==> config.mk <==
export PLATFORM = sky130hd
export DESIGN_NAME = mmcm_reconfig_ctrl
export DESIGN_NICKNAME = d
export VERILOG_FILES = /design/src/rtl/mmcm_reconfig_pkg.sv /design/src/rtl/mmcm_reconfig_rom.sv /design/src/rtl/mmcm_reconfig_ctrl.sv
export SDC_FILE = /design/constraint.sdc
export NUM_CORES = 1
export LEC_CHECK = 0
export CAP_MARGIN = 20
export CORE_ASPECT_RATIO = 0.9
export CORE_MARGIN = 3
export CORE_UTILIZATION = 58
export DETAILED_ROUTE_END_ITERATION = 12
export GPL_ROUTABILITY_DRIVEN = 0
export GPL_TIMING_DRIVEN = 0
export PLACE_DENSITY_LB_ADDON = 0.2
export SETUP_SLACK_MARGIN = 0.1
export SLEW_MARGIN = 5
export SYNTH_ARGS = -nofsm -noshare
export SYNTH_HDL_FRONTEND = slang
export SYNTH_SLANG_ARGS = --single-unit
export TNS_END_PERCENT = 10
==> constraint.sdc <==
create_clock -name clk_in -period 2.4 [get_ports clk_in]
set_input_delay 0.24 -clock clk_in [delete_from_list [all_inputs] [get_ports clk_in]]
set_output_delay 0.24 -clock clk_in [all_outputs]
set_load 0.03 [all_outputs]
==> src/rtl/mmcm_reconfig_pkg.sv <==
// Shared types and DRP register map for the pixel-clock MMCM reconfiguration controller.
package mmcm_reconfig_pkg;

  typedef enum logic [3:0] {
    S_IDLE,
    S_RST_WAIT,
    S_RD,
    S_RD_WAIT,
    S_WR,
    S_WR_WAIT,
    S_NEXT,
    S_RELEASE,
    S_LOCK_WAIT
  } state_e;

  typedef struct packed {
    logic [6:0]  addr;
    logic [15:0] mask;
    logic [15:0] data;
  } drp_entry_t;

  localparam logic [6:0] ADDR_CLKOUT0_1  = 7'h08;
  localparam logic [6:0] ADDR_CLKOUT0_2  = 7'h09;
  localparam logic [6:0] ADDR_CLKFBOUT_1 = 7'h14;
  localparam logic [6:0] ADDR_CLKFBOUT_2 = 7'h15;
  localparam logic [6:0] ADDR_DIVCLK     = 7'h16;
  localparam logic [6:0] ADDR_LOCK1      = 7'h18;
  localparam logic [6:0] ADDR_LOCK2      = 7'h19;
  localparam logic [6:0] ADDR_LOCK3      = 7'h1A;
  localparam logic [6:0] ADDR_FILT1      = 7'h4E;
  localparam logic [6:0] ADDR_FILT2      = 7'h4F;

endpackage

==> src/rtl/mmcm_reconfig_rom.sv <==
// Per-mode DRP register table: (mode, idx) -> {addr, keep-mask, data}.
import mmcm_reconfig_pkg::*;

module mmcm_reconfig_rom #(
  parameter int NUM_MODES = 4,
  parameter int NUM_REGS  = 8
) (
  input  logic [$clog2(NUM_MODES)-1:0] mode,
  input  logic [$clog2(NUM_REGS)-1:0]  idx,
  output drp_entry_t                   entry
);

  localparam logic [6:0] ADDR [NUM_REGS] = '{
    ADDR_CLKOUT0_1, ADDR_CLKOUT0_2,
    ADDR_CLKFBOUT_1, ADDR_CLKFBOUT_2,
    ADDR_DIVCLK, ADDR_LOCK1,
    ADDR_FILT1, ADDR_FILT2
  };

  localparam logic [15:0] MASK [NUM_REGS] = '{
    16'h1000, 16'hFC00, 16'h1000, 16'hFC00,
    16'hC000, 16'hFC00, 16'h66FF, 16'h666F
  };

  // Data never overlaps the keep-mask of its register.
  localparam logic [15:0] DATA [NUM_MODES][NUM_REGS] = '{
    '{16'h0145, 16'h0000, 16'h0104, 16'h0000,
      16'h1041, 16'h01E8, 16'h9900, 16'h1100},
    '{16'h0186, 16'h0080, 16'h0145, 16'h0000,
      16'h1041, 16'h03E8, 16'h9800, 16'h8890},
    '{16'h0041, 16'h0000, 16'h0209, 16'h0080,
      16'h1041, 16'h00FA, 16'h8900, 16'h9090},
    '{16'h0082, 16'h0000, 16'h0271, 16'h0040,
      16'h0041, 16'h0113, 16'h1100, 16'h9900}
  };

  always_comb begin
    entry      = '0;
    entry.addr = ADDR[idx];
    entry.mask = MASK[idx];
    entry.data = DATA[mode][idx];
  end

endmodule

==> src/rtl/mmcm_reconfig_ctrl.sv <==
// MMCM DRP reconfiguration FSM: hold RST, read-modify-write the mode table, wait LOCKED.
// Define STARTUP_LOAD_EN to self-load mode 0 after every reset.
import mmcm_reconfig_pkg::*;

module mmcm_reconfig_ctrl #(
  parameter int NUM_MODES    = 4,
  parameter int NUM_REGS     = 8,
  parameter int RST_HOLD     = 16,
  parameter int DRDY_TIMEOUT = 64,
  parameter int LOCK_TIMEOUT = 65535
) (
  input  logic                         clk_in,
  input  logic                         reset,
  input  logic [$clog2(NUM_MODES)-1:0] mode_sel,
  input  logic                         mode_req,
  output logic                         busy,
  output logic                         done,
  output logic                         error,
  output logic [$clog2(NUM_MODES)-1:0] cur_mode,
  output logic                         mmcm_rst,
  output logic [6:0]                   daddr,
  output logic [15:0]                  di,
  output logic                         den,
  output logic                         dwe,
  input  logic [15:0]                  drp_do,
  input  logic                         drdy,
  input  logic                         locked
);

  localparam int MW = $clog2(NUM_MODES);
  localparam int IW = $clog2(NUM_REGS);
  localparam int CW = $clog2(LOCK_TIMEOUT + 1);

  state_e         state_q, state_d;
  logic [MW-1:0]  mode_q, mode_d;
  logic [MW-1:0]  cur_mode_q, cur_mode_d;
  logic [IW-1:0]  idx_q, idx_d;
  logic [CW-1:0]  cnt_q, cnt_d;
  logic [15:0]    rdata_q, rdata_d;
  logic [15:0]    di_q, di_d;
  logic [6:0]     daddr_q, daddr_d;
  logic           busy_q, busy_d;
  logic           done_q, done_d;
  logic           error_q, error_d;
  logic           rst_q, rst_d;
  logic           den_q, den_d;
  logic           dwe_q, dwe_d;
  drp_entry_t     entry;

`ifdef STARTUP_LOAD_EN
  logic start_q;
  logic start_d;
  assign start_d = start_q && (state_q != S_IDLE);
  always_ff @(posedge clk_in) begin
    if (reset) start_q <= 1'b1;
    else       start_q <= start_d;
  end
`else
  logic start_q;
  assign start_q = 1'b0;
`endif

  mmcm_reconfig_rom #(
    .NUM_MODES(NUM_MODES),
    .NUM_REGS (NUM_REGS)
  ) u_rom (
    .mode (mode_q),
    .idx  (idx_q),
    .entry(entry)
  );

  always_comb begin
    state_d    = state_q;
    mode_d     = mode_q;
    cur_mode_d = cur_mode_q;
    idx_d      = idx_q;
    cnt_d      = cnt_q;
    rdata_d    = rdata_q;
    di_d       = di_q;
    daddr_d    = daddr_q;
    busy_d     = busy_q;
    error_d    = error_q;
    rst_d      = rst_q;
    done_d     = 1'b0;
    den_d      = 1'b0;
    dwe_d      = 1'b0;
    unique case (state_q)
      S_IDLE: begin
        // done_q high means the request collided with completion
        if (start_q || (mode_req && !done_q)) begin
          mode_d  = start_q ? '0 : mode_sel;
          idx_d   = '0;
          cnt_d   = '0;
          error_d = 1'b0;
          busy_d  = 1'b1;
          rst_d   = 1'b1;
          state_d = S_RST_WAIT;
        end
      end
      S_RST_WAIT: begin
        cnt_d = cnt_q + 1'b1;
        if (cnt_q == CW'(RST_HOLD - 1)) state_d = S_RD;
      end
      S_RD: begin
        den_d   = 1'b1;
        daddr_d = entry.addr;
        cnt_d   = '0;
        state_d = S_RD_WAIT;
      end
      S_RD_WAIT: begin
        cnt_d = cnt_q + 1'b1;
        if (drdy && !den_q) begin
          rdata_d = drp_do;
          state_d = S_WR;
        end else if (cnt_q == CW'(DRDY_TIMEOUT - 1)) begin
          error_d = 1'b1;
          busy_d  = 1'b0;
          rst_d   = 1'b0;
          state_d = S_IDLE;
        end
      end
      S_WR: begin
        den_d   = 1'b1;
        dwe_d   = 1'b1;
        daddr_d = entry.addr;
        di_d    = (rdata_q & entry.mask) | entry.data;
        cnt_d   = '0;
        state_d = S_WR_WAIT;
      end
      S_WR_WAIT: begin
        cnt_d = cnt_q + 1'b1;
        if (drdy && !den_q) begin
          state_d = S_NEXT;
        end else if (cnt_q == CW'(DRDY_TIMEOUT - 1)) begin
          error_d = 1'b1;
          busy_d  = 1'b0;
          rst_d   = 1'b0;
          state_d = S_IDLE;
        end
      end
      S_NEXT: begin
        if (idx_q == IW'(NUM_REGS - 1)) begin
          state_d = S_RELEASE;
        end else begin
          idx_d   = idx_q + 1'b1;
          state_d = S_RD;
        end
      end
      S_RELEASE: begin
        rst_d   = 1'b0;
        cnt_d   = '0;
        state_d = S_LOCK_WAIT;
      end
      S_LOCK_WAIT: begin
        cnt_d = cnt_q + 1'b1;
        // early LOCKED may still be the pre-reset value
        if (locked && cnt_q >= CW'(2)) begin
          done_d     = 1'b1;
          busy_d     = 1'b0;
          cur_mode_d = mode_q;
          state_d    = S_IDLE;
        end else if (cnt_q == CW'(LOCK_TIMEOUT - 1)) begin
          error_d = 1'b1;
          busy_d  = 1'b0;
          state_d = S_IDLE;
        end
      end
      default: state_d = S_IDLE;
    endcase
  end

  always_ff @(posedge clk_in) begin
    if (reset) begin
      state_q    <= S_IDLE;
      mode_q     <= '0;
      cur_mode_q <= '0;
      idx_q      <= '0;
      cnt_q      <= '0;
      rdata_q    <= '0;
      di_q       <= '0;
      daddr_q    <= '0;
      busy_q     <= 1'b0;
      done_q     <= 1'b0;
      error_q    <= 1'b0;
      rst_q      <= 1'b0;
      den_q      <= 1'b0;
      dwe_q      <= 1'b0;
    end else begin
      state_q    <= state_d;
      mode_q     <= mode_d;
      cur_mode_q <= cur_mode_d;
      idx_q      <= idx_d;
      cnt_q      <= cnt_d;
      rdata_q    <= rdata_d;
      di_q       <= di_d;
      daddr_q    <= daddr_d;
      busy_q     <= busy_d;
      done_q     <= done_d;
      error_q    <= error_d;
      rst_q      <= rst_d;
      den_q      <= den_d;
      dwe_q      <= dwe_d;
    end
  end

  assign busy     = busy_q;
  assign done     = done_q;
  assign error    = error_q;
  assign cur_mode = cur_mode_q;
  assign mmcm_rst = rst_q;
  assign daddr    = daddr_q;
  assign di       = di_q;
  assign den      = den_q;
  assign dwe      = dwe_q;

endmodule

==> impl.org, run 1 <==
** Finish
- The repair_antennas step left the layout with diodes totalling 0.
- In the final layout, the share of cells above drive strength 1 is roughly 6.3%.
- Area of the multi-input gates :: between 0.0015 and 0.002 mm^2
- Filler instances :: ~460
- Once layout is complete, the cells apart from fillers number approximately 560.
- Layout overhead on the synthesized area :: 21.6%
- The net count of the finished layout is 521.
- Sequential cell area :: about 0.0014 mm^2

** Worst setup path
- Kind of start point of the critical path :: flop
- CP Data Arrival Time :: about 2400 ps
- Crit Path Max Fanout :: 5
- Data required time at the worst endpoint :: 2640 ps
- Worst Setup End Kind :: flop
- Start-to-end type of the worst setup path :: flop to flop
- Depth of the most critical reg-to-reg path :: 5

** STA
- RSZ-0062 raised after global routing :: yes
- Highest clock frequency the design can meet :: 465 MHz
- Final period utilization :: about nine tenths
- Worst hold margin :: 454 ps
- The final-report hold violation count is 0.
- Setup clock skew after layout :: around 5.9 ps
- For the finished layout, the period the worst path requires is between 2000 and 2500 ps.
- The max-slew violation total from the final report is 0.
- Headroom to the max-slew limit came out at between 40 and 50%.
- Setup violations remaining at the end of the flow were counted as 0.
- TNS Setup :: 0 ps
- For the pin with the worst max-slew slack, the measured transition is around 770 ps.

** Global route
- Largest net degree at the start of global routing :: 11
- Antenna violations before repair :: 0
- Global routing consumed, on the met3 layer, ~8.2% of the routing resources.
- GRT Max-Usage Layer :: met2
- Global routing consumed, on the met2 layer, between 40% and 50% of the routing resources.
- Global routing used between 20% and 30% of the available tracks.
- The first global-routing pass estimated 15300 um of wire.
- Grt ovf :: 0
- Number of global-route vias before repair :: 3168
- For this run, global-route usage on met1 was measured as between 40% and 50%.

** Min path
- Min-Delay Path Class :: input pin to flop
- The worst hold path was traced through 3 stages.

** Synth
- Number of distinct library cells after synthesis :: between 60 and 70
- The synthesized design contains 0 enable-type register cells.
- FFs w/ async S/R, synth :: 0%
- Synthesis produced 423 cells.
- In the synthesized netlist the dominant register cell turns out to be sky130_fd_sc_hd__dfxtp_1.
- After synthesis the cells add up to ~0.0035 mm^2.
- During synthesis, Yosys emitted a total of 0 warnings.
- After synthesis the netlist holds a flip-flop and latch count of 70.
- The number of nets in the synthesized netlist is around 460.
- In this run the mean area of a mapped cell was just over 8 um^2.
- Seq/Total Area, Yosys :: between 40% and 50%

** Placed design
- Number of I/O port buffers :: 51
- The HPWL after detailed placement is around 7000 um.
- Number of placed instances with taps included :: 544

** CTS
- TritonCTS built the clock tree.
- After clock tree synthesis, the clock-pin slew on the worst setup and hold paths is roughly 70 ps.
- Number of clock buffers inserted by TritonCTS :: 9
- Maximum clock path buffer count :: 2
- At the later pin of the worst-skew pair, clock insertion delay measures 350 ps.
- Maximum level of the CTS H-tree :: 3
- The root buffer cell chosen for the clock tree is sky130_fd_sc_hd__clkbuf_8.
- Number of buffers added to fix hold violations after cts :: 0
- CTS saw 70 sinks.

** Run status
- The run finished with clean final reports.

** Floorplan
- The die covers 0.00694 mm^2.
- Std cell rows :: 26
- Placeable Area :: ~0.0057 mm^2
- 54 I/O pins were placed.
- Width of the chip :: slightly below 90 um
- In this run the vertical extent of the chip is 79.3 um.
- Starting density of the core :: about three fifths

** Drt
- After detailed routing, the average wire length per cell comes to ~17 um.
- After detailed routing, the total wire length is roughly 9500 um.
- Dividing the detail-routed via count by the number of cells gives between 6 and 7.
- DRC :: 0
- Number of vias in the routed layout :: 3553
- Antenna-violating nets left :: 0
- The first TritonRoute pass finished after 6 iterations.
- Count of routing violations after the opening detailed-route iteration :: between 500 and 600

** Run
- The tool flagged a number of max-cap violations equal to 0.

** Power and ir drop
- Leak :: about 0.0015 uW
- For this design the ratio of total power to cell area is 560 mW/mm^2.
- Overall power after layout :: about 2400 uW
- IR analysis of the VDD net gives a maximum drop of between 0.4 and 0.5 mV.
flip-flops by register name, indices dropped and copies added (netlist names):
| register | flops |
|---|---|
| state_q | 4 |
| mmcm_rst | 1 |
| cur_mode | 2 |
| cnt_q | 16 |
| den | 1 |
| daddr | 6 |
| busy | 1 |
| done | 1 |
| mode_q | 2 |
| di | 16 |
| error | 1 |
| idx_q | 3 |
| rdata_q | 15 |
| dwe | 1 |
per-layer routing:
layer | wire (um) | vias to the layer above | part of all wire (%)
li1 | - | 1653 | -
met4 | 296 | 0 | 3.1
met3 | 1070 | 53 | 11
met1 | 4170 | 1619 | 44
met2 | 3930 | 228 | 42
met5 | 0 | - | 0
synthesized netlist by cell type, types with 7 or more instances:
| library cell | instances | area (um^2) |
|---|---|---|
| sky130_fd_sc_hd__nand3_1 | 25 | 125 |
| sky130_fd_sc_hd__nand4_1 | 9 | 56.3 |
| sky130_fd_sc_hd__ha_1 | 13 | 163 |
| sky130_fd_sc_hd__nor3_1 | 17 | 85.1 |
| sky130_fd_sc_hd__nand2_1 | 46 | 173 |
| sky130_fd_sc_hd__dfxtp_1 | 70 | 1400 |
| sky130_fd_sc_hd__clkbuf_1 | 16 | 60.1 |
| sky130_fd_sc_hd__o21ai_0 | 11 | 55.1 |
| sky130_fd_sc_hd__xnor2_1 | 8 | 70.1 |
| sky130_fd_sc_hd__a21oi_1 | 38 | 190 |
| sky130_fd_sc_hd__nor4_1 | 7 | 43.8 |
| sky130_fd_sc_hd__nor2_1 | 49 | 184 |
| sky130_fd_sc_hd__nor2b_1 | 7 | 43.8 |
| sky130_fd_sc_hd__a211oi_1 | 8 | 60.1 |
power by group:
part / total (uW) / internal [uW] / switching (uW)
Clock: 782 / 368 / 415
Combinational: 352 / 145 / 207
Sequential: 1230 / 1190 / 32.2
through the flow:
step / area (um^2) / setup slack (ps) / utilization (%)
CTS: 4210 / 183 / 73.6
detailed placement: 4060 / 102 / 71.0
global route: 4220 / 72.3 / 73.6
finish: 4220 / 251 / 73.6
floorplan: 3470 / 748 / -
global placement: 4060 / 158 / 71.0
cell usage in the layout, fill, tap and decap left out, drive strengths merged, types with 5 or more instances in the layout:
cell	count
inv	6
nor2b	7
nand2b	6
and3	5
buf	8
nor4	7
mux2i	6
nand3	25
nor3	17
ha	13
nor2	49
clkdlybuf4s50	51
clkbuf	29
a21oi	38
o21ai	14
nand2	46
dfxtp	70
a211oi	8
nand4	9
xnor2	8
layout make-up:
type,instances,area share [%]
multi-input combinational,322,46.0
inverter,7,0.623
clock inverter,2,0.237
tap,70,2.08
clock buffer,13,3.29
buffer,24,2.40
sequential,70,33.2
timing repair buffer,51,12.1
worst max-delay path, cell delays in order, from the launching register on:
cell and delay [ps]:
sky130_fd_sc_hd__dfxtp_1 360, sky130_fd_sc_hd__nor4_1 600, sky130_fd_sc_hd__nand4_1 370, sky130_fd_sc_hd__a22oi_2 340, sky130_fd_sc_hd__o21ai_0 140, sky130_fd_sc_hd__a31o_2 260
what timing repair did:
action / CTS / global route
gates resized for setup: 0 / 1
hold endpoints to repair: 0 / 0
endpoints found under the setup margin: 0 / 11
setup buffers: 0 / 0
kinds of logic after synthesis:
kind of cell / Yosys count / synth area share, %
buffers and inverters: 31 / 3.68
and+or+nand+nor: 196 / 28.6
AOI/OAI and AO/OA: 94 / 17.8
other: 1 / 0.108
xor gates and xnor gates: 12 / 3.03
adders and majority gates: 13 / 4.69
DFF: 70 / 40.4
muxes: 6 / 1.73
final timing paths:
kind | startpoint | end | slack, ps
max | cnt_q[11]$_SDFFE_PP0P_ | busy$_SDFFE_PP0P_ | 250
min | drp_do[11] | rdata_q[11]$_SDFFE_PP0P_ | 450
max reg2reg | cnt_q[11]$_SDFFE_PP0P_ | busy$_SDFFE_PP0P_ | 250
min reg2reg | di[10]$_SDFFE_PP0P_ | di[10]$_SDFFE_PP0P_ | 460
(Power assumes the default switching activity.)
==> run 2: changes to the inputs <==
--- a/config.mk
+++ b/config.mk
@@ -9,6 +9,7 @@
 export CORE_ASPECT_RATIO = 0.9
 export CORE_MARGIN = 3
 export CORE_UTILIZATION = 58
+export CTS_CLUSTER_SIZE = 12
 export DETAILED_ROUTE_END_ITERATION = 12
 export GPL_ROUTABILITY_DRIVEN = 0
 export GPL_TIMING_DRIVEN = 0
==> results of run 2 <==
No change in the layout: final DEF, timing and power equal those of run 1.
==> run 3: changes to the inputs <==
--- a/config.mk
+++ b/config.mk
@@ -8,7 +8,8 @@
 export CAP_MARGIN = 20
 export CORE_ASPECT_RATIO = 0.9
 export CORE_MARGIN = 3
-export CORE_UTILIZATION = 58
+export CORE_UTILIZATION = 35
+export CTS_BUF_LIST = sky130_fd_sc_hd__clkbuf_4
 export CTS_CLUSTER_SIZE = 12
 export DETAILED_ROUTE_END_ITERATION = 12
 export GPL_ROUTABILITY_DRIVEN = 0
==> run 3 against run 2 <==
Count of clock-buffer cells in the layout down 4. Global-route usage down 11 points. Cell count up 9.5%. Fmax up 1.8%. Total power down 0.66%. Wire length up 2.7%. Flip-flop and latch count unchanged. Combinational power down 2%. First-iteration DRC count down 57%. Hold slack worse by 100 ps.
==> impl.org, run 3 (synthesized netlist as in run 1, its figures left out) <==
** CTS
- Number of buffers added to fix hold violations after cts :: 0
- Maximum clock path buffer count :: 2
- Source-to-sink clock delay at the later pin of the worst-skew pair :: 430 ps
- Maximum level of the CTS H-tree :: 3
- Number of clock sinks seen by CTS :: 70
- Number of clock buffers inserted by TritonCTS :: 9
- After clock tree synthesis, the clock-pin slew on the worst setup and hold paths is between 100 and 150 ps.
- TritonCTS built the clock tree.
- Cell chosen for the clock root :: sky130_fd_sc_hd__clkbuf_4

** Global route
- Met3 global-route usage :: 3.98%
- GR Util All Layers :: 17.6%
- Largest net degree at the start of global routing :: 14
- met1 is the most crowded layer.
- Number of global-route vias before repair :: ~3100
- Met2 track demand over resource in global routing :: between 20% and 30%
- Global routing consumed, on the met1 layer, about a quarter of the routing resources.
- Grt ovf :: 0
- The first global-routing pass estimated ~16000 um of wire.
- Antenna violations before repair :: 0

** Drt
- The detailed router placed roughly 3400 vias in this run.
- The first routing iteration left roughly 210 violations.
- Wirelength, routed :: around 9700 um
- For this run, design rule violations remaining after detail routing come to 0.
- The detail route stage leaves a number of antenna-violating nets equal to 0.
- Per-cell via count in the routed design :: 5.52
- Drt first pass iters :: 6
- Wire length per cell after detailed routing :: between 15 and 20 um

** Worst setup path
- Top delay family on crit path :: simple AND/OR/NAND/NOR gates
- Worst Setup End Kind :: flop
- STA puts the critical path data arrival time at around 2400 ps.
- Buf/Inv on CP :: 0
- Of all nets on the critical path, the largest fanout is 5.
- CP Cell Sequence :: nor4_1 > nand4_1 > a22oi_2 > o21ai_0 > a31o_2
- The worst setup path is of the flop to flop kind.
- The worst register-to-register path has a setup slack of slightly below 300 ps.
- Data required time at the worst endpoint :: ~2700 ps
- The worst register-to-register path begins at cnt_q[11]$_SDFFE_PP0P_.
- The worst register-to-register path ends at busy$_SDFFE_PP0P_.
- Maximum cell stage delay along the critical path :: between 500 and 600 ps
- The slowest stage of the critical path belongs to the cell sky130_fd_sc_hd__nor4_1.
- Depth of the most critical reg-to-reg path :: 5
- The worst setup path is launched from a flop.

** Floorplan
- The die covers approximately 0.011 mm^2.
- Placeable Area :: between 0.009 and 0.01 mm^2
- From left edge to right edge, the die measures 111 um.
- Starting density of the core :: between 30% and 40%
- The floorplan step set the die height to 100 um.
- Number of placed I/O pins :: 54
- Std cell rows :: 33

** STA
- The max-slew violation total from the final report was 0.
- The worst path needs roughly 2100 ps of the cycle, external delays included.
- Measured against its own limit, the worst slew margin works out to about 53%.
- For this run, the top clock speed supported by timing is between 400 and 500 MHz.
- Setup violations remaining at the end of the flow were counted as 0.
- The final-report hold violation count was 0.
- For the final database, setup skew stands at between 20 and 25 ps.
- For the pin with the worst max-slew slack, the measured transition is approximately 710 ps.
- TNS Setup :: 0 ps
- RSZ-0062 raised after global routing :: no
- Final period utilization :: 88.0%

** Placed design
- During placement, the flow inserted port buffers numbering 51.
- Post-DP Area :: ~0.0041 mm^2
- Detailed placement ended at an HPWL of a little over 7000 um.

** Min path
- Counting instances, the worst hold path has a depth of 3.
- Worst Hold Endpoint :: mode_q[0]$_SDFFE_PP0P_
- The tightest min-delay check is of the input pin to flop type.
- The worst hold path begins at mode_sel[0].

** Run status
- The flow ran to the end, and the final reports show no timing, DRC or antenna violations.

** Finish
- Post-route cell area :: about 0.0043 mm^2
- The library cells used most frequently in the layout, excluding fill and tap cells, are sky130_fd_sc_hd__dfxtp_1 (70), sky130_fd_sc_hd__clkdlybuf4s50_1 (51), sky130_fd_sc_hd__nor2_1 (48), sky130_fd_sc_hd__nand2_1 (46), sky130_fd_sc_hd__a21oi_1 (38).
- Compared with the post-synthesis result, the final layout area differs by 23.2%.
- Number of nets in the layout :: 521
- Most frequent standard cell in the layout excluding fill and tap cells :: sky130_fd_sc_hd__dfxtp_1
- Cells with a size suffix above 1 make up 7.35% of the layout.
- Number of diodes :: 0

** Power and ir drop
- IR analysis of the VDD net gives a maximum drop of about 0.24 mV.
- Leak :: 0.00145 uW
- Power density cells :: about 550 mW/mm^2

** Run
- The tool flagged a number of max-cap violations equal to 0.
==> run 3: cell types whose count changed in the layout (fill, tap and decap cells not counted), sizes merged <==
cell	change
clkbuf	-4
bufinv	+1
clkinv	+1
clkinvlp	+2
inv	+1
==> run 3: layout make-up <==
class,instances,area [um^2]
tap,122,153
sequential,70,1400
multi-input combinational,322,1940
clock inverter,7,72.6
inverter,7,26.3
clock buffer,9,67.6
timing repair buffer,51,510
buffer,24,101
fill,974,5100
==> run 3: timing repair <==
action / CTS / global route
endpoints found under the setup margin: 0 / 10
setup buffers: 0 / 0
gates resized for setup: 0 / 1
==> run 3: through the flow <==
step | worst slack [ps] | cells | hold WS, ps | util [%] | power [uW]
after CTS | 198 | 612 | 332 | 45.5 | 2370
final | 289 | 612 | 350 | 45.6 | 2340
after detailed placement | 88.8 | 596 | 445 | 44.1 | 1600
after floorplan | 748 | 423 | 376 | - | 1460
after global routing | 130 | 612 | 324 | 45.6 | 2460
after global placement | 157 | 596 | 443 | 44.1 | 1590
==> run 3: where the power goes <==
part           total (uW)  switching [uW]  internal [uW]
clock                 771             452            319
combinational         346             201            145
sequential           1230            34.0           1190
==> run 3: metal layers <==
metal  up-vias  wire [um]
met5         -          0
met4         0        155
met3        12        662
met2       114       4010
met1      1600       4900
li1       1653          -
==> run 3: how the worst max path moves through the flow <==
stage                             from                  endpoint  slack [ps]  depth (start not counted)
2_1_floorplan          done$_SDFF_PP0_     cnt_q[7]$_SDFFE_PP0P_         750                          5
3_3_place_gp                      drdy   rdata_q[4]$_SDFFE_PP0P_         160                          7
3_5_place_dp                      drdy  rdata_q[13]$_SDFFE_PP0P_          90                          7
4_1_cts        state_q[0]$_SDFFE_PP0P_  rdata_q[13]$_SDFFE_PP0P_         200                          7
5_1_grt         cnt_q[11]$_SDFFE_PP0P_         busy$_SDFFE_PP0P_         130                          5
6_report        cnt_q[11]$_SDFFE_PP0P_         busy$_SDFFE_PP0P_         290                          5
==> run 3: tightest hold or removal path, delay by kind of cell <==
kind,cells,cell delay [ps]
AND/OR/NAND/NOR,1,50
AO/OA/AOI/OAI,1,50
buffers and inverters,1,400
